==> src/rtl/uart_pkg.sv <==
// uart_pkg: state encodings, line levels and baud defaults shared by the UART transmitter and receiver.
package uart_pkg;
    typedef enum logic [4:0] {
        ST_IDLE   = 5'b00001,
        ST_START  = 5'b00010,
        ST_DATA   = 5'b00100,
        ST_STOP   = 5'b01000,
        ST_PARITY = 5'b10000
    } state_t;
    localparam logic LINE_IDLE  = 1'b1;
    localparam logic LINE_START = 1'b0;
    localparam int DEF_OVERSAMPLE = 16;
    localparam int DEF_SB_TICK    = 16;
endpackage

==> src/rtl/uart_tx.sv <==
// uart_tx: 8N1 transmitter paced by a 16x baud tick; UART_TX_PARITY_EN inserts an even-parity bit.
module uart_tx
    import uart_pkg::*;
#(
    parameter int SIZEDATA   = 8,
    parameter int SB_TICK    = DEF_SB_TICK,
    parameter int OVERSAMPLE = DEF_OVERSAMPLE
) (
    input  logic                i_clock,
    input  logic                i_reset,
    input  logic                i_tick,
    input  logic                i_tx_start,
    input  logic [SIZEDATA-1:0] i_tx_data,
    output logic                o_tx,
    output logic                o_tx_done,
    output logic                o_busy
);
    localparam int CMAX = (SB_TICK > OVERSAMPLE) ? SB_TICK : OVERSAMPLE;
    localparam int CW = $clog2(CMAX);
    localparam int BW = (SIZEDATA > 1) ? $clog2(SIZEDATA) : 1;
`ifdef UART_TX_PARITY_EN
    localparam state_t AFTER_DATA = ST_PARITY;
    logic par_q, par_n;
`else
    localparam state_t AFTER_DATA = ST_STOP;
`endif
    state_t state_q, state_n;
    logic [CW-1:0] tick_q, tick_n;
    logic [BW-1:0] bit_q, bit_n;
    logic [SIZEDATA-1:0] shift_q, shift_n;
    logic tx_q, tx_n, done_q, done_n, busy_q, busy_n, accept, slot_end;
    always_comb begin
        accept = i_tx_start && !done_q;
        slot_end = i_tick && (tick_q == ((state_q == ST_STOP) ? CW'(SB_TICK - 1) : CW'(OVERSAMPLE - 1)));
        state_n = state_q;
        tick_n = i_tick ? (slot_end ? '0 : tick_q + CW'(1)) : tick_q;
        bit_n = bit_q;
        shift_n = shift_q;
        done_n = 1'b0;
        busy_n = busy_q;
`ifdef UART_TX_PARITY_EN
        par_n = par_q;
`endif
        case (state_q)
            ST_IDLE: begin
                // the done cycle is still part of the finished frame, so a request there is dropped
                tick_n = '0;
                busy_n = accept;
                if (accept) begin
                    state_n = ST_START;
                    shift_n = i_tx_data;
`ifdef UART_TX_PARITY_EN
                    par_n = ^i_tx_data;
`endif
                end
            end
            ST_START: begin
                if (slot_end) begin
                    bit_n = '0;
                    state_n = ST_DATA;
                end
            end
            ST_DATA: begin
                if (slot_end) begin
                    shift_n = shift_q >> 1;
                    bit_n = (bit_q == BW'(SIZEDATA - 1)) ? bit_q : bit_q + BW'(1);
                    state_n = (bit_q == BW'(SIZEDATA - 1)) ? AFTER_DATA : ST_DATA;
                end
            end
`ifdef UART_TX_PARITY_EN
            ST_PARITY: state_n = slot_end ? ST_STOP : ST_PARITY;
`endif
            ST_STOP: begin
                if (slot_end) begin
                    state_n = ST_IDLE;
                    done_n = 1'b1;
                end
            end
            default: begin
                state_n = ST_IDLE;
                tick_n = '0;
                busy_n = 1'b0;
            end
        endcase
        // line level follows the state being entered so o_tx stays a plain register
        tx_n = (state_n == ST_START) ? LINE_START : (state_n == ST_DATA) ? shift_n[0] : LINE_IDLE;
`ifdef UART_TX_PARITY_EN
        if (state_n == ST_PARITY) tx_n = par_n;
`endif
    end
    always_ff @(posedge i_clock) begin
        if (i_reset) begin
            state_q <= ST_IDLE;
            tick_q <= '0;
            bit_q <= '0;
            shift_q <= '0;
            tx_q <= LINE_IDLE;
            done_q <= 1'b0;
            busy_q <= 1'b0;
`ifdef UART_TX_PARITY_EN
            par_q <= 1'b0;
`endif
        end else begin
            state_q <= state_n;
            tick_q <= tick_n;
            bit_q <= bit_n;
            shift_q <= shift_n;
            tx_q <= tx_n;
            done_q <= done_n;
            busy_q <= busy_n;
`ifdef UART_TX_PARITY_EN
            par_q <= par_n;
`endif
        end
    end
    assign o_tx = tx_q;
    assign o_tx_done = done_q;
    assign o_busy = busy_q;
endmodule

==> config.mk <==
export PLATFORM = sky130hd
export DESIGN_NAME = uart_tx
export DESIGN_NICKNAME = d
export VERILOG_FILES = /design/src/rtl/uart_pkg.sv /design/src/rtl/uart_tx.sv
export SDC_FILE = /design/constraint.sdc
export NUM_CORES = 1
export LEC_CHECK = 0
export CAP_MARGIN = 5
export CORE_UTILIZATION = 56
export DETAILED_ROUTE_END_ITERATION = 16
export GPL_TIMING_DRIVEN = 0
export HOLD_SLACK_MARGIN = 0.03
export MAX_ROUTING_LAYER = met4
export PLACE_DENSITY = 0.81
export SETUP_SLACK_MARGIN = 0.05
export SYNTH_ARGS = -nofsm -noshare
export SYNTH_HDL_FRONTEND = slang
export SYNTH_SLANG_ARGS = --single-unit
==> constraint.sdc <==
create_clock -name i_clock -period 3.7 [get_ports i_clock]
set_input_delay 0.555 -clock i_clock [delete_from_list [all_inputs] [get_ports i_clock]]
set_output_delay 0.555 -clock i_clock [all_outputs]
set_load 0.05 [all_outputs]
Word-level counts from Yosys, hierarchy flattened
Cells that the tools add are included.
{"block": "word_totals", "output_inout_bits": 3, "reg_bits": 23, "wordCells": 52}
{"block": "op_classes", "bitwise": 2, "n_eq_ne": 12, "n_addsub": 2, "n_reduce_logical": 10, "mux": 18}
{"operator": "two-way mux 5 bit", "count": 4}
{"operator": "one-hot mux 5 bit (4 select lines)", "count": 1}
{"operator": "two-way mux 8 bit", "count": 2}
{"operator": "one-hot mux 8 bit (2 select lines)", "count": 1}
{"operator": "== test 5 x 2 -> 1 bit, second input constant", "count": 2}
{"operator": "== test 5 x 3 -> 1 bit, second input constant", "count": 2}
{"operator": "two-way mux 3 bit", "count": 3}
{"operator": "two-way mux 4 bit", "count": 2}
{"operator": "!= test 2 bit, second input constant", "count": 4}
{"operator": "one-hot mux 3 bit (2 select lines)", "count": 1}
{"operator": "== test 5 x 1 -> 1 bit, second input constant", "count": 1}
{"operator": "== test 5 x 4 -> 1 bit, second input constant", "count": 1}
{"operator": "adder 4 x 1 -> 4 bit, second input constant", "count": 1}
{"operator": "== test 4 bit, second input constant", "count": 1}
{"operator": "AND reduction 4 bit", "count": 1}
{"operator": "nonzero test 2 bit", "count": 2}
{"operator": "OR reduction 2 bit", "count": 2}
{"operator": "adder 3 x 1 -> 3 bit, second input constant", "count": 1}
{"operator": "== test 3 bit, second input constant", "count": 1}
{"operator": "two-way mux 1 bit", "count": 3}
{"operator": "AND reduction 3 bit", "count": 1}
{"operator": "OR reduction 3 bit", "count": 1}
{"operator": "logical AND 1 bit", "count": 2}
{"operator": "NOT 1 bit", "count": 2}
{"operator": "2 further kinds", "count": 2}

Longest topological paths before layout
Gate-level depths: netlist of the first run.
{"block": "logic_depth", "ltp_word": 7, "mapped_depth": 6, "depth_no_buf": 6}

Worst setup path before layout of the first run
OpenSTA, ideal clock, no wires.
{"block": "synth_timing", "kind": "flip-flop to flip-flop", "startpoint": "register state_q[1]", "endpoint": "register shift_q[1]", "arrival_ns": 1.736, "path_stages_with_launch": 6, "synth_period_minus_slack_ns": 1.827, "path_buffers": 0, "setup_time_ns": 0.091, "path_slack_ns": 1.873, "cell_sequence": "dfxtp_1 or4b_4 or2_4 a211oi_4 nor2_1 a311oi_1"}
{"block": "synth_via", "elab_chain_cells": 3, "word_cells_on_any_way": 7, "classes_between": "eq/ne: 4; mux: 1; reduce/logical: 2"}
{"element": "start, declared", "line": "uart_tx.sv:27", "text": "state_t state_q, state_n;"}
{"element": "start signal, assigned", "line": "uart_tx.sv:104", "text": "state_q <= state_n;"}
{"element": "== test 5 x 1 -> 1 bit / == test 5 x 3 -> 1 bit (equally long branches)", "line": "uart_tx.sv:44", "text": "case (state_q)"}
{"element": "!= test 2 bit (no line) / nonzero test 2 bit (equally long branches)"}
{"element": "AND reduction 3 bit (no line)"}
{"element": "end signal, assigned", "line": "uart_tx.sv:107", "text": "shift_q <= shift_n;"}
{"element": "end, declared", "line": "uart_tx.sv:30", "text": "logic [SIZEDATA-1:0] shift_q, shift_n;"}
Parallel ways exist; a longest one is shown, timed or not.
A chain may end at the register's enable or synchronous reset.

Worst setup path after layout of the first run
{"block": "layout_timing", "startpoint": "register state_q[3]", "endpoint": "register tx_q (netlist: o_tx)"}
{"block": "layout_via", "elab_chain_cells": 5, "word_cells_on_any_way": 14, "classes_between": "eq/ne: 6; mux: 8"}
{"element": "== test 5 x 4 -> 1 bit (tied with other cells)", "line": "uart_tx.sv:44"}
{"element": "one-hot mux 5 bit (4 select lines)", "line": "uart_tx.sv:44"}
{"element": "== test 5 x 3 -> 1 bit", "line": "uart_tx.sv:86", "text": "tx_n = (state_n == ST_START) ? LINE_START : (state_n == ST_DATA) ? shift_n[0] : LINE_IDLE;"}
{"element": "two-way mux 1 bit", "line": "uart_tx.sv:86"}
{"element": "two-way mux 1 bit *", "line": "uart_tx.sv:86"}
{"element": "end signal, assigned", "line": "uart_tx.sv:108", "text": "tx_q <= tx_n;"}
{"element": "end, declared", "line": "uart_tx.sv:31", "text": "logic tx_q, tx_n, done_q, done_n, busy_q, busy_n, accept, slot_end;"}
Mark *: on every way between the ends. The rest lies on a longest branch, timed or not.

==> results of run 1 <==
area by class of cell:
type / instances / share of cell area, %
buffer: 5 / 1.57
clock buffer: 4 / 2.06
inverter: 1 / 0.294
multi-input combinational: 100 / 48.1
sequential: 23 / 36.1
tap: 25 / 2.45
timing repair buffer: 12 / 9.42
sequential cells by signal, summed over array words and instances, names as in the netlist:
name	count
tick_q	4
o_tx_done	1
shift_q	8
o_busy	1
o_tx	1
state_q	5
bit_q	3
metrics by stage:
stage,hold WS [ns],utilization [%],setup WS [ns]
2_1_floorplan,0.447,-,1.87
3_3_place_gp,0.463,70.0,1.58
3_5_place_dp,0.477,70.0,1.55
4_1_cts,0.496,71.5,1.63
5_1_grt,0.539,71.5,1.46
6_report,0.496,71.5,1.57
critical path, stage by stage (launching register included):
cell and delay (ns):
dfxtp_1 0.32, buf_2 0.16, or3_1 0.38, nor2_1 0.41, a22oi_1 0.20, nor4_1 0.45
o21bai_1 0.10
cells in the mapped netlist (all sizes together):
cell	instances	share of area (%)
conb	1	0.34
and2	2	1.1
a311oi	6	4.8
o21a	1	0.68
o21bai	1	0.68
a41oi	1	0.80
a32o	1	0.91
or2	2	1.4
or4b	1	1.3
clkbuf	3	1.0
o211ai	1	0.68
xor2	2	1.6
o21ai	15	6.8
mux2i	3	2.7
o22ai	1	0.57
nand2b	4	2.3
nor3b	1	0.68
a21oi	3	1.4
a211o	1	0.80
a22oi	3	2.1
a211oi	1	1.8
ha	3	3.4
nand4	1	0.57
nand2	6	2.1
nor2b	2	1.1
nor2	24	8.2
inv	1	0.34
nor3	7	3.6
and3	1	0.57
dfxtp	23	42
or3	1	0.57
nand3	2	0.91
buf	2	0.80
and4	1	0.80
nor4	1	0.57
report_power, final:
group | switching, W | internal (W) | leakage [nW]
Sequential | 0.00000544 | 0.000256 | 0.188
Combinational | 0.0000270 | 0.0000252 | 0.262
Clock | 0.0000711 | 0.0000420 | 0.0150
Total | 0.000104 | 0.000324 | 0.465
logic make-up (layout without fill, tap and decap cells):
family | after synthesis | in the layout | synth area share, %
AND/OR/NAND/NOR | 56 | 56 | 25.8
AO/OA/AOI/OAI | 35 | 35 | 22.0
flip-flops | 23 | 23 | 42.0
buffers and inverters | 6 | 22 | 2.17
adder cells (fa/ha/maj) | 3 | 3 | 3.42
multiplexers | 3 | 3 | 2.74
XOR/XNOR | 2 | 2 | 1.60
other | 1 | 1 | 0.342
metal layers:
metal  GRT usage [%]  vias up  part of all wire [%]
li1                -      502                     -
met1            32.6      481                    47
met2            40.0       22                    48
met3            4.71        4                   3.6
met4            11.2        0                   1.0
met5               -        -                     0
final timing paths:
| check | start | to | slack, ns | depth (start not counted) |
|---|---|---|---|---|
| max | state_q[3] | o_tx | 1.57 | 6 |
| min | shift_q[7] | shift_q[7] | 0.50 | 2 |
| max reg2reg | state_q[3] | o_tx | 1.57 | 6 |
| min reg2reg | shift_q[7] | shift_q[7] | 0.50 | 2 |
==> flow_summary.yaml, run 1 <==
critical_path:
  worstPathMaxFanout: 8
  critPathRequiredTime_ns: 3.90
  cp-start-kind: "flop"
  cp.arrival_ns: 2.33
  cp-end-kind: "flop"
  crit_type: "reg2reg"
route:
  wire_per_inst_um: 14.3
  drtIter0Drc: 32
  first_pass_iters: 4
  dr_total_vias: 1009
  wl_um: 2430
  drt.antenna.violating_nets: 0
  drc: 0
  viasPerCell: 5.94
clocking:
  root_buffer: "clkbuf_4"
  insertion_delay_ns: 0.31
  cts_resized: 0
  ctsHoldBuffers: 0
  cts_setup_buffers: 0
  clk_pin_slew_ns: 0.13
  clock_path_buffers: 2
  cts_num_sinks: 23
  cts_buffers: 3
  cts_tree: "yes"
  cts_max_level: 1
placed_design:
  dp.cells: 166
  globalplace.congestion: 0.841
  port_buffers: 12
  place_area_um2: 1250
  dp.final_hpwl_um: 1790
finish:
  final_cell_mix: "nor2_1 (24), dfxtp_1 (23), o21ai_0 (15), clkdlybuf4s50_1 (12)"
  drive_gt1_share_pct: 6.21
  nFillCells: 141
  nets: 161
  ff_latch_area_um2: 460
  area_growth_syn_to_layout_pct: 16.2
  multi_input_area_um2: 613
  stdcell_area_um2: 1270
  diodes: 0
  mostFrequentLayoutCell: "nor2_1"
  final_cells: 170
timing:
  final.setup.tns_ns: 0
  final-hold-violation-count: 0
  finClkSkew_ns: 0.0112
  setup_violations: 0
  timing.final.max_slew_violations: 0
  max_freq_mhz: 470
  min_period_over_period_pct: 57.5
  period_minus_slack_ns: 2.13
  rsz0062_at_grt: "no"
run:
  drv_cap: 0
yosys:
  ys_seq_elements: 23
  synth_seq_area_share_pct: 42.0
  synth.distinct_cells: 38
  syn_inst: 129
  syn_area_per_cell_um2: 8.51
  synth_area_um2: 1100
  syn-num-nets: 144
  yosys_warnings: 0
floorplan:
  fp.dieW_um: 46.3
  dieArea_um2: 2140
  die_y_um: 46.3
  core-area_um2: 1780
  start_util_pct: 61.5
  rows: 15
  pin_count: 15
power_and_ir_drop:
  p_leak_nw: 0.465
  vdd_drop_max_mv: 0.250
  p_per_area_nw_per_um2: 335
  p_total_w: 0.000427
status:
  status: "complete, no violations"
global_route:
  grt_pass1_wl_um: 3800
  grt_antenna_before_repair: 0
  first_global_vias: 897
  grt_max_degree: 13
  overflow: 0
  grt_util_all_layers_pct: 25.8
worst_hold_path:
  hold_path_class: "reg2reg"
Power figures use the tool's default switching activity.
==> inputs of run 2 (changes only) <==
- CORE_UTILIZATION: 56 -> 47
- PLACE_DENSITY: 0.81 -> 0.73
- clock period: 3.7 -> 1.9 ns (I/O delays scaled with it)
==> run 2 against run 1 <==
The flow now finishes with violations (setup timing). Sequential share of layout area down 2.0 points. Sequential power rose by 94%. Routed wire length is 4.2% higher. First-iteration DRC count is 38% lower. Total power increased by 100%. Critical path type unchanged. Largest cell class unchanged.
==> flow_summary.yaml, run 2 (synthesized netlist as in run 1, its figures left out) <==
status:
  status: "finished with violations"
  violations: "setup timing"
timing:
  period_minus_slack_ns: 2.02
  whs_ns: 0.341
  finClkSkew_ns: 0.00623
  setup_violations: 7
  fin_ws_ns: -0.124
  relSlewSlack_pct: 66.4
  final.setup.tns_ns: -0.505
  min_period_over_period_pct: 107
  rsz0062_at_grt: "yes"
  final-hold-violation-count: 0
  timing.final.max_slew_violations: 0
  worst_pin_slew_ns: 0.503
  max_freq_mhz: 494
route:
  viasPerCell: 5.65
  dr_total_vias: 1005
  drc: 0
  drt.antenna.violating_nets: 0
  wire_per_inst_um: 14.2
  wl_um: 2530
  first_pass_iters: 4
  drtIter0Drc: 20
placed_design:
  globalplace.congestion: 0.775
  port_buffers: 12
  place_area_um2: 1250
  dp.final_hpwl_um: 1730
  dp.cells: 169
critical_path:
  cp-start-kind: "flop"
  cp.arrival_ns: 2.25
  worstPathMaxFanout: 4
  cp-end-kind: "flop"
  r2r-end: "shift_q[5]"
  startpoint: "state_q[1]"
  crit_type: "reg2reg"
  critPathRequiredTime_ns: 2.13
  r2r_cells: 6
  rrSetupSlack_ns: -0.12
  timing.rr.start: "state_q[1]"
global_route:
  grt_antenna_before_repair: 0
  grt_max_degree: 14
  grt_pass1_wl_um: 4280
  first_global_vias: 947
  grt_util_all_layers_pct: 22.9
  overflow: 0
floorplan:
  die_y_um: 50.3
  start_util_pct: 49.6
  fp.dieW_um: 50.3
  rows: 17
  pin_count: 15
  core-area_um2: 2210
  dieArea_um2: 2530
finish:
  diodes: 0
  largest_reg_flops: 8
  final_cell_mix: "nor2_1 (22), dfxtp_1 (20), o21ai_0 (15), clkdlybuf4s50_1 (12), nand2_1 (6)"
  mostFrequentLayoutCell: "nor2_1"
  regMostFlops: "shift_q"
  drive_gt1_share_pct: 16.0
  stdcell_area_um2: 1370
  area_growth_syn_to_layout_pct: 24.5
  top_regs: "shift_q x8, state_q x5, tick_q x4"
  nFillCells: 201
  nets: 166
  final_cells: 178
clocking:
  clock_path_buffers: 2
  cts_tree: "yes"
  cts_buffers: 3
  ctsHoldBuffers: 0
  root_buffer: "clkbuf_4"
  cts_num_sinks: 23
  insertion_delay_ns: 0.31
  clk_pin_slew_ns: 0.13
  cts_max_level: 1
power_and_ir_drop:
  p_per_area_nw_per_um2: 629
  p_total_w: 0.000859
  p_leak_nw: 0.503
  vdd_drop_max_mv: 0.488
worst_hold_path:
  whs_path_depth: 2
  min_from: "i_reset"
  min_to: "shift_q[1]"
  hold_path_class: "in2reg"
run:
  drv_cap: 0
[run 2: cell types whose count changed in the layout (fill, tap and decap cells not counted), sizes merged]
| cell | change |
|---|---|
| buf | +5 |
| clkbuf | -1 |
| clkinv | +1 |
[run 2: repair_timing]
item                                   in CTS  in global routing
gates cloned                                0                  0
resized for setup                           6                  8
endpoints found under the hold margin       0                  0
setup buffers                               3                  2
pin swaps                                  13                  5
setup endpoints to repair                   8                 15
[run 2: worst max-delay path by stage]
stage                            end  slack, ns  cells after the start
final                     shift_q[5]      -0.12                      6
after global placement          o_tx      -0.10                      6
after floorplan           shift_q[1]       0.07                      5
after global routing      shift_q[5]      -0.19                      6
after CTS                 shift_q[5]      -0.01                      5
after detailed placement        o_tx      -0.12                      5
[run 2: final cells by class]
cell class,count,area (µm²),area share (%)
multi-input cells,100,648,47.4
well taps,28,35.0,2.56
clock buffers,3,22.5,1.65
inverters,1,3.75,0.275
plain buffers,5,20.0,1.47
flip-flops and latches,23,467,34.2
repair buffers,17,165,12.1
clock inverters,1,5.00,0.366
[run 2: stage by stage]
stage | util, % | setup slack (ns)
6_report | 61.8 | -0.124
3_3_place_gp | 56.6 | -0.102
3_5_place_dp | 56.6 | -0.119
2_1_floorplan | - | 0.0729
4_1_cts | 59.6 | -0.0148
5_1_grt | 61.8 | -0.188
[run 2: power breakdown]
group / total [W] / switching [W] / internal, W / leakage [nW]
Clock: 0.000226 / 0.000147 / 0.0000786 / 0.0177
Sequential: 0.000509 / 0.00000992 / 0.000499 / 0.189
Combinational: 0.000125 / 0.0000615 / 0.0000632 / 0.297
[run 2: per-layer routing]
metal,vias up,global-route usage [%],routed length (µm)
li1,511,-,-
met1,464,30.1,1210
met2,26,34.4,1210
met3,4,6.06,91
met4,0,6.94,24
met5,-,-,0
[run 2: critical path: stages, from the launching register on]
cell,delay [ns]
dfxtp_4,0.36
or4b_4,0.55
or2_4,0.27
a211oi_4,0.33
buf_6,0.16
nor2_4,0.03
a311oi_2,0.23
==> inputs of run 3 (changes only) <==
- CORE_UTILIZATION: 47 -> 56
- PLACE_DENSITY: 0.73 -> 0.81
- clock period: 1.9 -> 2.46 ns (I/O delays scaled with it)
==> results of run 3 <==
The final DEF is identical to that of run 1. Status: complete, no violations.
Main changes from that run: setup slack after placement 1.55 ns -> 0.410 ns; setup slack after layout 1.57 ns -> 0.331 ns; hold slack 0.496 ns -> 0.434 ns; register-to-register setup slack 1.57 ns -> 0.33 ns; end point of the worst hold path shift_q[7] -> shift_q[3]; total power 0.000427 W -> 0.000643 W; worst IR drop on VDD 0.250 mV -> 0.376 mV
==> patch, RTL diff (flow settings as in run 1) <==
Take the reset off `shift_q` and load it in a clocked block of its own.
--- a/src/rtl/uart_tx.sv
+++ b/src/rtl/uart_tx.sv
@@ -95,3 +95,2 @@
             bit_q <= '0;
-            shift_q <= '0;
             tx_q <= LINE_IDLE;
@@ -106,3 +105,2 @@
             bit_q <= bit_n;
-            shift_q <= shift_n;
             tx_q <= tx_n;
@@ -115,2 +113,6 @@
     end
+
+    always_ff @(posedge i_clock) begin
+        shift_q <= shift_n;
+    end
     assign o_tx = tx_q;
Function: same outputs for any inputs over 10 cycles, from zero or initial values and one cycle with i_reset high; that may be too few to reach the edited logic, so the function may still have changed.
==> patch against run 1 <==
Cell count decreased by 11%; wire length decreased by 13%; via count decreased by 13%; count of clock-buffer cells in the layout decreased by 1; sequential cell count unchanged; power increased by 2.4%; die area decreased by 0.22%; sequential share of layout area increased by 5.2 points; first-iteration DRC count decreased by 63%; cell area increased by 0.69%; setup slack improved by 71 ps; worst hold slack got worse by 24 ps; synthesized area decreased by 0.23%; critical path type unchanged; largest power group unchanged.
==> patch: results (changes against run 1) <==
- Skew final: 4.50 ps (was 11.2 ps)
- Leak: 0.494 nW (was 0.465 nW)
- Maximum vdd drop: 273 µV (was 250 µV)
- Vias per cell: 5.76 (was 5.94)
- Dpl hpwl: 1.64 mm (was 1.79 mm)
- Crit path max-delay cell type: nor2b_1 (was nor4_1)
- Most common library cells after synthesis: dfxtp_1, nor2_1, edfxtp_1 (was nor2_1, dfxtp_1, o21ai_0)
- Status: completed (unchanged)
- Hold Crit Start: bit_q[2] (was shift_q[7])
- Total track usage: 0.231 (was 0.258)
- DP Worst Slack: 1540 ps (was 1550 ps)
- Vias in the first global route: 782 (was 897)
- Placed cell areas: 0.00126 mm² (was 0.00125 mm²)
- Worst r2r src: tick_q[0] (was state_q[3])
- Number of synthesized flops with an enable pin: 7 (was 0)
- Worst path max stage delay: 530 ps (was 450 ps)
- Mapped Cells: 110 (was 129)
- R2R cell count: 4 (was 6)
- Mapped Nets: 125 (was 144)
- Netlist cell types: 42 (was 38)
- Share of cells above drive strength 1: 0.102 (was 0.0621)
- Area contributors post-synth: dfxtp_1, edfxtp_1, a22o_1 (was dfxtp_1, nor2_1, o21ai_0)
- Placer Congestion: 0.794 (was 0.841)
- Yosys top cell area share: 0.293 (was 0.420)
- Port Buffers: 13 (was 12)
- Asr flop ratio synth: 0 (unchanged)
- RR Endpoint: shift_q[5] (was o_tx)
- Hold path endpoint: bit_q[2] (was shift_q[7])
- R2r setup slk: 1640 ps (was 1570 ps)
- Hold slack: 472 ps (was 496 ps)
- Iter 0 DRT Violations: 12 (was 32)
- WL/cell: 13.9 µm (was 14.3 µm)
[patch: cell families after synthesis]
group,Yosys count,synth area share
fa+ha+maj,3,0.0343
other cells,1,0.00343
mux,2,0.0183
simple gates,46,0.246
buf+inv,6,0.0240
flops,23,0.485
xor+xnor,2,0.0160
compound gates,27,0.174
[patch: where the power goes]
group,leakage (nW),total (mW),switching (mW),internal [mW]
sequential,0.199,0.273,0.00429,0.269
combinational,0.277,0.0500,0.0243,0.0257
clock,0.0177,0.114,0.0739,0.0404
total,0.494,0.437,0.102,0.335
[patch: metal layers]
| layer | part of all wire | wire [µm] | global-route usage |
|---|---|---|---|
| met5 | 0 | 0 | - |
| met2 | 0.49 | 1030 | 0.383 |
| met1 | 0.48 | 1010 | 0.288 |
| met4 | 0.012 | 25 | 0.0882 |
| met3 | 0.024 | 50 | 0.0235 |
[patch: final cells by class]
type | count | area (µm²)
Sequential cell | 23 | 531
Multi-Input combinational cell | 81 | 538
Tap cell | 25 | 31.3
Clock inverter | 1 | 5.00
Inverter | 1 | 3.75
Timing Repair Buffer | 13 | 130
Fill cell | 142 | 499
Buffer | 5 | 22.5
Clock buffer | 3 | 22.5
[patch: critical path, delay by kind of cell, from the launching register on]
| family | cells | cell delay (ps) |
|---|---|---|
| AND/OR/NAND/NOR | 2 | 830 |
| flip-flops | 1 | 420 |
| adder cells (fa/ha/maj) | 1 | 230 |
| AO/OA/AOI/OAI | 1 | 230 |
[patch: worst max path at each step]
stage / from / to / slack [ps] / depth (start not counted)
final: tick_q[0] / shift_q[5] / 1640 / 4
after global routing: tick_q[0] / shift_q[5] / 1510 / 4
after CTS: tick_q[0] / shift_q[5] / 1630 / 4
after detailed placement: i_tx_start / shift_q[6] / 1540 / 4
after global placement: i_tx_start / shift_q[6] / 1560 / 4
after floorplan: i_tick / shift_q[1] / 1810 / 4
